<file path="src/rtl/rdoq_pkg.sv">
// rdoq_pkg: shared scale table, widths, types and clip bounds for the RDOQ quant/dequant datapaths
package rdoq_pkg;
  localparam int IQUANT_SHIFT = 6;
  localparam int COEF_W = 16;
  localparam int CNT_W = 11;
  localparam logic [6:0] INV_QUANT_SCALE [6] = '{7'd40, 7'd45, 7'd51, 7'd57, 7'd64, 7'd72};
  typedef logic signed [COEF_W-1:0] coef_t;
  typedef enum logic {IDLE, RUN} dq_state_e;
  localparam coef_t COEF_MIN = 16'sh8000;
  localparam coef_t COEF_MAX = 16'sh7fff;
endpackage

</file>
<file path="src/rtl/rdoq_round_shift.sv">
// rdoq_round_shift: rounding arithmetic right shift (s>0), pass-through (s=0) or left shift (s<0) of a scaled level
// Ports: p_i scaled level, s_i signed shift, r_o 48-bit signed result
module rdoq_round_shift (
  input  logic signed [23:0] p_i,
  input  logic signed [5:0]  s_i,
  output logic signed [47:0] r_o
);
  logic signed [47:0] p_x, rnd;
  logic [5:0] rs, ls;
  always_comb begin
    p_x = {{24{p_i[23]}}, p_i};
    rs = s_i;
    ls = 6'(-s_i);
    rnd = 48'sd1 <<< (rs - 6'd1);
    // 48 bits keep the largest left shift (level*scale << 17) exact before clipping
    r_o = s_i[5] ? p_x <<< ls : (rs == 6'd0 ? p_x : (p_x + rnd) >>> rs);
  end
endmodule

</file>
<file path="src/rtl/rdoq_dequant_pipe.sv">
// rdoq_dequant_pipe: 3-stage inverse-quant pipeline (scale, round/shift, clip) with per-block nonzero count
// Ports: cfg_* block config handshake (qp_per, qp_rem, tr_shift); in_* level stream with last;
//        out_* clipped coefficient stream with last and nonzero count (valid on last beat)
module rdoq_dequant_pipe
  import rdoq_pkg::*;
(
  input  logic                     clk,
  input  logic                     rst_n,
  input  logic                     cfg_valid_i,
  output logic                     cfg_ready_o,
  input  logic [3:0]               cfg_qp_per_i,
  input  logic [2:0]               cfg_qp_rem_i,
  input  logic [4:0]               cfg_tr_shift_i,
  input  logic                     in_valid_i,
  output logic                     in_ready_o,
  input  logic signed [COEF_W-1:0] in_level_i,
  input  logic                     in_last_i,
  output logic                     out_valid_o,
  input  logic                     out_ready_i,
  output logic signed [COEF_W-1:0] out_coef_o,
  output logic                     out_last_o,
  output logic [CNT_W-1:0]         out_nz_cnt_o
);
  dq_state_e state_q, state_d;
  logic [6:0] scale_q, scale_d;
  logic signed [5:0] s_q, s_d;
  logic adv, cfg_fire, in_fire;
  logic [3:0] tr_c;
  logic signed [23:0] prod;
  logic v1_q, last1_q, z1_q;
  logic signed [23:0] p1_q;
  logic signed [5:0] s1_q;
  logic v2_q, last2_q;
  logic signed [47:0] r2_q, r_shift;
  coef_t clip;
  logic [CNT_W-1:0] run_q, total;
  logic out_valid_q, out_last_q;
  coef_t out_coef_q;
  logic [CNT_W-1:0] out_nz_cnt_q;
  rdoq_round_shift u_rs (.p_i(p1_q), .s_i(s1_q), .r_o(r_shift));
  always_comb begin
    adv = !out_valid_q || out_ready_i;
    cfg_ready_o = rst_n && state_q == IDLE;
    in_ready_o = state_q == RUN && adv;
    cfg_fire = cfg_valid_i && cfg_ready_o;
    in_fire = in_valid_i && in_ready_o;
    state_d = cfg_fire ? RUN : (in_fire && in_last_i) ? IDLE : state_q;
    tr_c = cfg_tr_shift_i[4] ? 4'd15 : cfg_tr_shift_i[3:0];
    scale_d = cfg_fire ? INV_QUANT_SCALE[cfg_qp_rem_i > 3'd5 ? 3'd0 : cfg_qp_rem_i] : scale_q;
    // 6-bit wrap-around subtraction yields the two's-complement shift directly
    s_d = cfg_fire ? signed'(6'(IQUANT_SHIFT) - {2'b00, tr_c} - {2'b00, cfg_qp_per_i}) : s_q;
    prod = 24'(in_level_i) * 24'(signed'({1'b0, scale_q}));
    clip = r2_q > 48'(COEF_MAX) ? COEF_MAX : r2_q < 48'(COEF_MIN) ? COEF_MIN : coef_t'(r2_q[15:0]);
    total = (run_q == '1 || clip == '0) ? run_q : run_q + CNT_W'(1);
    out_valid_o = out_valid_q;
    out_coef_o = out_coef_q;
    out_last_o = out_last_q;
    out_nz_cnt_o = out_nz_cnt_q;
  end
  always_ff @(posedge clk or negedge rst_n) begin
    if (!rst_n) begin
      state_q <= IDLE;
      scale_q <= '0;
      s_q <= '0;
      v1_q <= 1'b0;
      p1_q <= '0;
      s1_q <= '0;
      last1_q <= 1'b0;
      z1_q <= 1'b0;
      v2_q <= 1'b0;
      r2_q <= '0;
      last2_q <= 1'b0;
      out_valid_q <= 1'b0;
      out_coef_q <= '0;
      out_last_q <= 1'b0;
      out_nz_cnt_q <= '0;
      run_q <= '0;
    end else begin
      state_q <= state_d;
      scale_q <= scale_d;
      s_q <= s_d;
      if (adv) begin
        v1_q <= in_fire;
        p1_q <= prod;
        s1_q <= s_q;
        last1_q <= in_fire && in_last_i;
        z1_q <= in_level_i == '0;
        v2_q <= v1_q;
        r2_q <= z1_q ? '0 : r_shift;
        last2_q <= v1_q && last1_q;
        out_valid_q <= v2_q;
        out_last_q <= v2_q && last2_q;
        // count is shown only with the last beat and drops to zero once that beat is taken
        out_nz_cnt_q <= (v2_q && last2_q) ? total : '0;
        if (v2_q) begin
          out_coef_q <= clip;
          run_q <= last2_q ? '0 : total;
        end
      end
    end
  end
endmodule

</file>
<file path="config.mk">
export PLATFORM = sky130hd
export DESIGN_NAME = rdoq_dequant_pipe
export DESIGN_NICKNAME = d
export VERILOG_FILES = /design/src/rtl/rdoq_pkg.sv /design/src/rtl/rdoq_round_shift.sv /design/src/rtl/rdoq_dequant_pipe.sv
export SDC_FILE = /design/constraint.sdc
export NUM_CORES = 1
export LEC_CHECK = 0
export ABC_AREA = 1
export CORE_MARGIN = 2
export CORE_UTILIZATION = 25
export DETAILED_ROUTE_END_ITERATION = 8
export PLACE_DENSITY = 0.45
export SLEW_MARGIN = 20
export SYNTH_ARGS = -nofsm -noshare
export SYNTH_HDL_FRONTEND = slang
export SYNTH_HIERARCHICAL = 1
export SYNTH_SLANG_ARGS = --single-unit
</file>
<file path="constraint.sdc">
create_clock -name clk -period 5.8 [get_ports clk]
set_clock_uncertainty 0.15 [all_clocks]
set_input_delay 1.16 -clock clk [delete_from_list [all_inputs] [get_ports clk]]
set_output_delay 1.16 -clock clk [all_outputs]
set_load 0.05 [all_outputs]
</file>
Word-level counts from Yosys, hierarchy flattened
Memories as Yosys holds them, arrays and structs flattened. A register that Yosys moved wholly into a read port is not among the register bits.
Cells that the tools add are included.
Storage, ports and cells
  bits in registers: 130
  logic and storage cells: 60
  output and inout bits: 31
  memories: 1
  ROM bits: 56
Cells by class
  mux-type cells: 12
  bitwise operators: 2
  reductions and logical operators: 16
  shifts and indexed selects: 3
  multipliers: 1
  $lt $le $gt $ge: 3
  add/sub/neg operators: 6
  equal/unequal tests: 1
Memories
  (no name shown): depth 8, width 7, rd ports 1, clocked after Yosys merged registers in 1, wr ports 0, RTL line rdoq_dequant_pipe.sv:49  | scale_d = cfg_fire ? INV_QUANT_SCALE[cfg_qp_rem_i > 3'd5 ? 3'd0 : cfg_qp_rem_i] : scale_q;
Operators with widths (number)
  2-to-1 mux 48 bit: 3
  adder 24 x 48 -> 48 bit: 1
  greater-than comparator 48 x 16 -> 1 bit (second input constant): 1
  < comparator 48 x 16 -> 1 bit (second input constant): 1
  <<< shifter 2 x 6 -> 48 bit (first input constant): 1
  <<< shifter 24 x 6 -> 48 bit: 1
  >>> shifter 48 x 6 -> 48 bit: 1
  2-to-1 mux 11 bit: 3
  logical NOT 16 bit: 2
  2-to-1 mux 16 bit: 2
  multiplier 16 x 8 -> 24 bit: 1
  adder 11 x 1 -> 11 bit (second input constant): 1
  == test 11 bit (second input constant): 1
  logical AND 1 bit: 7
  logical NOT 6 bit: 1
  negator 6 bit: 1
  subtractor 5 x 5 -> 6 bit: 1
  subtractor 6 x 1 -> 6 bit (second input constant): 1
  subtractor 3 x 4 -> 5 bit (first input constant): 1
  2-to-1 mux 4 bit: 1
  NOT 3 -> 4 bit: 1
  greater-than comparator 3 bit (second input constant): 1
  2-to-1 mux 3 bit: 1
  logical NOT 1 bit: 2
  other kinds (5): 7

Logic depth before layout (Yosys ltp)
Gate-level depths: netlist of run 1.
  word-level depth: 7
  mapped depth: 41
  mapped depth without buffers: 35

Modules after synthesis
The synthesis of run 1 kept the hierarchy.
Modules (own cells, without submodules)
  rdoq_dequant_pipe: cells each 1393, area each 10570.1 um^2, times used 1
  rdoq_round_shift: cells each 2083, area each 9949.5 um^2, times used 1

Least setup slack after synthesis of run 1
OpenSTA, ideal clock, no wires.
  path kind: input to register
  start point: in in_level_i[15]
  end point: reg p1_q[20]
  stages on the path: 17
  arrival time: 5.001 ns
  setup slack: 0.531 ns
  setup time: 0.118 ns
  required time: 5.532 ns
  path through: clkbuf_1 -> nand2_1 -> fa_1 -> fa_1 -> inv_1 -> fa_1 -> inv_1 -> fa_1 -> inv_1 -> ha_1 -> nand2_1 -> nor2_1 -> a211oi_1 -> nand3_1 -> or2_2 -> nand3_1 -> nand2_1
Between the ends
  word-level cells in the longest chain between the ends: 1
Ends and longest elaborated chain
  start, declared: RTL line rdoq_dequant_pipe.sv:16  | input logic signed [COEF_W-1:0] in_level_i,
  multiplier 16 x 8 -> 24 bit: RTL line rdoq_dequant_pipe.sv:52  | prod = 24'(in_level_i) * 24'(signed'({1'b0, scale_q}));
  end signal, assigned: RTL line rdoq_dequant_pipe.sv:84  | p1_q <= prod;
  end, declared: RTL line rdoq_dequant_pipe.sv:31  | logic signed [23:0] p1_q;
No other way between the ends.
A chain may end at the register's enable or synchronous reset.

Final worst setup path of run 1
  start point: in in_level_i[4]
  end point: reg p1_q[18]
Same word-level chain as after synthesis.

==> reports/results.ini, run 1 <==
[sta]
slew_viol_final=0
rsz0062_at_grt=no
period_minus_slack_ps=5560
max_freq_mhz=179.8
finalCritPeriodShare_pct=95.87
tightest_slew_ps=973.6
hold_violations=0
relSlewSlack_pct=35.09
finalSetupViolations=0
finalSetupTns_ps=0

[die]
fp.dieW_um=290.5
initial_core_util_pct=25.11
dieArea_um2=84390
die_y_um=290.5
core-area_um2=81720
ios=65
num_rows=105

[finish]
final_cells=4587
drive_above_1_share_pct=7.307
syn_to_final_growth_pct=12.98
fin_nets=3733
antenna_cells=0
final_area_um2=23180

[synthesis]
syn_area_um2=20520
syn_inst=3476
seq_area_frac_synth_pct=16.71
ys_dominant_reg_cell=dfrtp_1
synth_top_area_share_pct=21.38
synth.top_cells.by_area=nand2_1 (21%), dfrtp_1 (17%), inv_1 (9.8%), nand3_1 (9.5%), fa_1 (8.6%)
syn_nets=3705
synth-edff-count=0
ys_warn_count=6
async_flop_share_pct=100.0
avgSynthCellArea_um2=5.903
ys_seq_elements=137
yosysTopAreaCell=nand2_1
ys_types=54

[placement]
dp_cells=4554
place_congestion=0.9305
place_hpwl_mm=61.64
portBuffers=64
place_area_um2=22590

[global_routing]
grt_max_degree=81
grt-ovfl-total=0
grt.total_usage_pct=17.61
antenna_found_initial=0
grt_pass1_vias=20670
grt_pass1_wl_mm=117.5

[cts]
clock_sinks=137
clk_latency_ps=430
cts_tree=built
cts_hold_buf=0
clockBufferDepth=2
clkTransAtPathRegs_ps=70
cts_buffers=17
htree_levels=4
cts-root-buf=clkbuf_16

[drt]
drc_errors=0
drt-total-wl_mm=74.70
drt-wirelength-per-cell_um=16.28
first_pass_iters=5
viasPerCell=4.666
via_count=21400
drt_iter0_drc=1763
final_antenna_net_count=0

[worst_setup_path]
crit_required_ps=5960
reg2reg_to=r2_q[11]
rr_worst_depth=25
cp_common_cell=inv_1
crit_type=in -> reg
r2r_slack_ps=410
crit_path_end_kind=register
start_kind=input pin
crit_path_top_delay_cell=clkdlybuf4s50_1
crit_chain=clkdlybuf4s50_1 > nand2_1 > inv_1 > fa_1 > inv_1 > fa_1 > inv_1 > fa_1 > inv_1 > fa_1 > inv_1 > ha_1 > nand2_1 > nand2_1 > a21oi_1 > o21ai_0 > a31oi_1 > o21bai_1 > or2_2 > nand3_1 > nand2_1
cp_max_fo=6
slowest_delay_ps=560
r2r_start=s1_q[1]
critPathArrivalTime_ps=5720

[worst_hold_path]
hold_depth=2
hold_path_class=reg -> reg
hp-start=v2_q
hold_end=out_valid_o

[flow_run]
maxCapViolations=0

[status]
status=finished, final reports clean

-- worst max path at each step --
stage	cells past startpoint	startpoint	endpoint	slack, ps
final	21	in_level_i[4]	p1_q[18]	240
after global routing	19	in_level_i[4]	p1_q[18]	8
after CTS	21	in_level_i[4]	p1_q[18]	250
after detailed placement	21	in_level_i[4]	p1_q[18]	-200
after global placement	21	in_level_i[4]	p1_q[18]	-210
after floorplan	17	in_level_i[15]	p1_q[20]	530
-- cell usage in the layout, fill, tap and decap left out, types with 13 or more instances in the layout --
| cell | synthesis | final |
|---|---|---|
| a21oi_1 | 111 | 111 |
| buf_4 | 4 | 106 |
| clkbuf_16 | 0 | 17 |
| clkdlybuf4s50_1 | 0 | 63 |
| dfrtp_1 | 137 | 134 |
| fa_1 | 88 | 88 |
| ha_1 | 107 | 107 |
| inv_1 | 535 | 534 |
| inv_2 | 21 | 22 |
| mux2i_1 | 24 | 24 |
| nand2_1 | 1169 | 1169 |
| nand2_2 | 21 | 21 |
| nand3_1 | 388 | 388 |
| nand3b_1 | 13 | 13 |
| nand4_1 | 30 | 30 |
| nor2_1 | 204 | 203 |
| nor2_2 | 36 | 36 |
| nor3_1 | 29 | 29 |
| nor4_1 | 24 | 24 |
| o211ai_1 | 15 | 15 |
| o21ai_0 | 188 | 188 |
| o21ai_1 | 15 | 15 |
| o21bai_1 | 18 | 18 |
| o22ai_1 | 19 | 19 |
| or2_2 | 13 | 13 |
| xnor2_1 | 21 | 21 |
| xor2_1 | 18 | 18 |
-- metal layers --
metal | part of all wire, % | track usage [%]
met1 | 48 | 24.91
met2 | 45 | 28.58
met3 | 4.4 | 1.675
met4 | 2.4 | 4.638
met5 | 0 | 0
-- state kept, by name (all words and copies together), names as in the netlist --
signal        count
last1_q           1
last2_q           1
out_coef_o       16
out_last_o        1
out_nz_cnt_o     11
out_valid_o       1
p1_q             24
r2_q             48
run_q            11
s1_q              6
s_q               6
scale_q           7
state_q           1
v1_q              1
v2_q              1
z1_q              1
-- logic make-up after synthesis --
group	Yosys count	synth area share [%]
flops	137	16.71
fa+ha+maj	195	15.11
simple gates	1950	40.66
buf+inv	726	13.82
xor+xnor	39	1.665
mux	24	1.171
compound gates	405	10.87
-- cell usage after synthesis, types with 2 or more instances --
cell type     n
clkinv_1      8
o22ai_1      19
a211oi_1      2
fa_1         88
buf_6         4
xor2_1       18
nand3_1     388
o221ai_1      2
o21ai_1      15
o21bai_1     18
a21o_1        6
o211ai_1     15
buf_4         4
inv_1       535
nand4_2       2
nor2_2       36
nand2_4       4
o21ai_0     188
nor2_4        4
buf_2        47
a21oi_1     111
a31oi_1      11
o31ai_1       4
dfrtp_1     137
nand2_1    1169
mux2i_1      24
or2_2        13
nand4_1      30
and2_1        3
a22oi_1       2
nand2_2      21
buf_1        22
nor2_1      204
o21a_1        4
nand3b_1     13
xnor2_1      21
nor4_1       24
ha_1        107
nand3_2       8
inv_2        21
clkbuf_1     83
nor3_1       29
-- worst max-delay path, delay by kind of cell --
kind	cells	cell delay, ps
AOI/OAI and AO/OA	4	750
adders and majority gates	5	2340
buffers and inverters	6	820
and+or+nand+nor	6	670
-- final cells by class --
class	instances	area, um2
sequential	137	3432
timing repair buffer	171	1449
tap	1070	1339
inverter	564	2117
multi-input combinational	2613	14270
clock inverter	14	147.6
fill	9456	58530
clock buffer	18	429.2
-- metrics by stage --
step	hold slack (ps)	setup WS, ps	utilization [%]
2_1_floorplan	291.7	531.4	-
3_3_place_gp	313.5	-213.0	27.64
3_5_place_dp	314.2	-195.6	27.64
4_1_cts	331.4	249.0	28.35
5_1_grt	349.1	8.190	28.37
6_report	325.2	239.6	28.37
-- timing repair --
action	4_1_cts	5_1_grt
endpoints found under the hold margin	0	0
resized for setup	0	2
buffers inserted	0	1
endpoints found under the setup margin	0	16
Power of run 1 is not shown: default switching activity piles up to over one toggle a cycle in this logic, so the estimate is an artifact.
==> run 2: changes to the inputs <==
--- a/config.mk
+++ b/config.mk
@@ -6,7 +6,6 @@
 export NUM_CORES = 1
 export LEC_CHECK = 0
 export ABC_AREA = 1
-export CORE_MARGIN = 2
 export CORE_UTILIZATION = 25
 export DETAILED_ROUTE_END_ITERATION = 8
 export PLACE_DENSITY = 0.45
==> reports/results.ini, run 2 (same netlist as run 1, synthesis figures left out) <==
[drt]
first_pass_iters=5  ; unchanged
via_count=21380  ; -0.093%
drt-total-wl_mm=75.65  ; +1.3%
drc_errors=0  ; unchanged
drt-wirelength-per-cell_um=16.53  ; +1.5%
viasPerCell=4.671  ; +0.10%
drt_iter0_drc=1649  ; -6.5%
final_antenna_net_count=0  ; unchanged

[die]
fp.dieW_um=288.5  ; -0.69%
die_y_um=288.5  ; -0.69%
ios=65  ; unchanged
num_rows=104  ; -0.95%
core-area_um2=80810  ; -1.1%
initial_core_util_pct=25.39  ; +0.28 points
dieArea_um2=83230  ; -1.4%

[finish]
syn_to_final_growth_pct=12.98  ; about the same
regMostFlops=r2_q
antenna_cells=0  ; unchanged
drive_above_1_share_pct=7.334  ; +0.026 points
largest_reg_flops=48  ; unchanged
final_cells=4578  ; -0.20%
final_common_cell=nand2_1
final_util_pct=28.69  ; +0.32 points
layout.cells.most_common_list=nand2_1 (1169), inv_1 (534), nand3_1 (388)
fin_nets=3734  ; +0.027%
num-fill-cells=9156  ; -3.2%

[sta]
period_minus_slack_ps=5453  ; -107.0 ps
relSlewSlack_pct=34.04  ; -1.1 points
finalSetupViolations=0  ; unchanged
tightest_slew_ps=988.0  ; +14.32 ps
rsz0062_at_grt=no
max_freq_mhz=183.4  ; +2.0%
finalCritPeriodShare_pct=94.03  ; -1.8 points
hold_violations=0  ; unchanged
slew_viol_final=0  ; unchanged

[global_routing]
use_met3_pct=1.272  ; -0.40 points
grt-ovfl-total=0  ; unchanged
met2_usage_pct=29.92  ; +1.3 points
grt_pass1_wl_mm=118.1  ; +0.49%
grt_max_degree=82  ; +1.2%
grt.total_usage_pct=18.28  ; +0.67 points
antenna_found_initial=0  ; unchanged
grt_pass1_vias=20840  ; +0.81%
grt-busiest-layer=met2
use_met1_pct=25.85  ; +0.93 points

[cts]
cts_tree=built
clockBufferDepth=2  ; unchanged
clkTransAtPathRegs_ps=60  ; about the same
clock_sinks=137  ; unchanged
htree_levels=4  ; unchanged
post_cts_buffers=0  ; unchanged
cts_buffers=17  ; unchanged
cts-root-buf=clkbuf_16
clk_latency_ps=430  ; about the same

[placement]
place_hpwl_mm=62.45  ; +1.3%
dp_cells=4546  ; -0.18%
portBuffers=64  ; unchanged
place_congestion=0.9306  ; about the same

[worst_setup_path]
critPathArrivalTime_ps=5630  ; -90 ps
crit_type=reg -> reg
crit_path_end_kind=register
crit_required_ps=5980  ; +20 ps
start_kind=register
cp_max_fo=17  ; +11

[worst_hold_path]
hold_path_class=reg -> reg

[status]
status=finished, final reports clean

[flow_run]
maxCapViolations=0  ; unchanged

run 2: metrics by stage:
stage | setup slack [ps] | instance area [um2] | TNS (ps) | hold WS (ps)
after global placement | -122.4 | 22590 | -289.3 | 316.6
final | 346.5 | 23180 | 0 | 327.3
after CTS | 300.4 | 23180 | 0 | 329.7
after global routing | 12.94 | 23180 | 0 | 354.5
after floorplan | 531.4 | 20520 | 0 | 291.7
after detailed placement | -138.5 | 22590 | -306.1 | 312.6
run 2: cell type report:
class,count,area (um2),area share (%)
multi-input cells,2613,14260,61.53
flip-flops and latches,137,3431,14.80
inverters,564,2121,9.148
repair buffers,172,1453,6.266
well taps,1060,1326,5.721
clock buffers,18,439.2,1.894
clock inverters,14,148.9,0.6423
run 2: final timing paths:
check                      startpoint          end  slack (ps)  cells after the start
hold reg to reg                  v2_q  out_valid_o         330                      2
setup / recovery              s1_q[1]      r2_q[9]         350                     25
setup reg to reg              s1_q[1]      r2_q[9]         350                     25
min in group asynchronous       rst_n     r2_q[44]         480                      1
hold / removal                   v2_q  out_valid_o         330                      2
max in group asynchronous       rst_n      s1_q[1]        3900                      2
run 2: routing by layer:
metal  part of all wire [%]  vias up
met5                      0        -
met4                    2.3        0
met3                    3.9       73
met2                     45      485
met1                     49     9819
li1                       -    11010
run 2: repair_timing:
| action | 4_1_cts | 5_1_grt |
|---|---|---|
| resized for setup | 0 | 1 |
| setup endpoints to repair | 0 | 23 |
| hold buffers | 0 | 0 |
run 2: worst max-delay path, cell delays in order (launching register included):
cell	delay, ps
dfrtp_2	450
inv_2	90
ha_1	200
nand3_1	130
nand2_1	90
nand2_1	200
nor2_1	330
clkinvlp_4	410
nor4_1	280
ha_1	360
nand2_1	180
inv_1	50
a21oi_1	200
nand2_1	180
nand3b_1	350
nand2_1	210
nand2_1	80
nand2_1	130
nand3_1	110
nand3_1	120
nand3_1	130
nand3_1	160
a21oi_1	130
o21bai_1	330
nand2_1	90
o21ai_0	200
Power of run 2 is left out for the same reason.
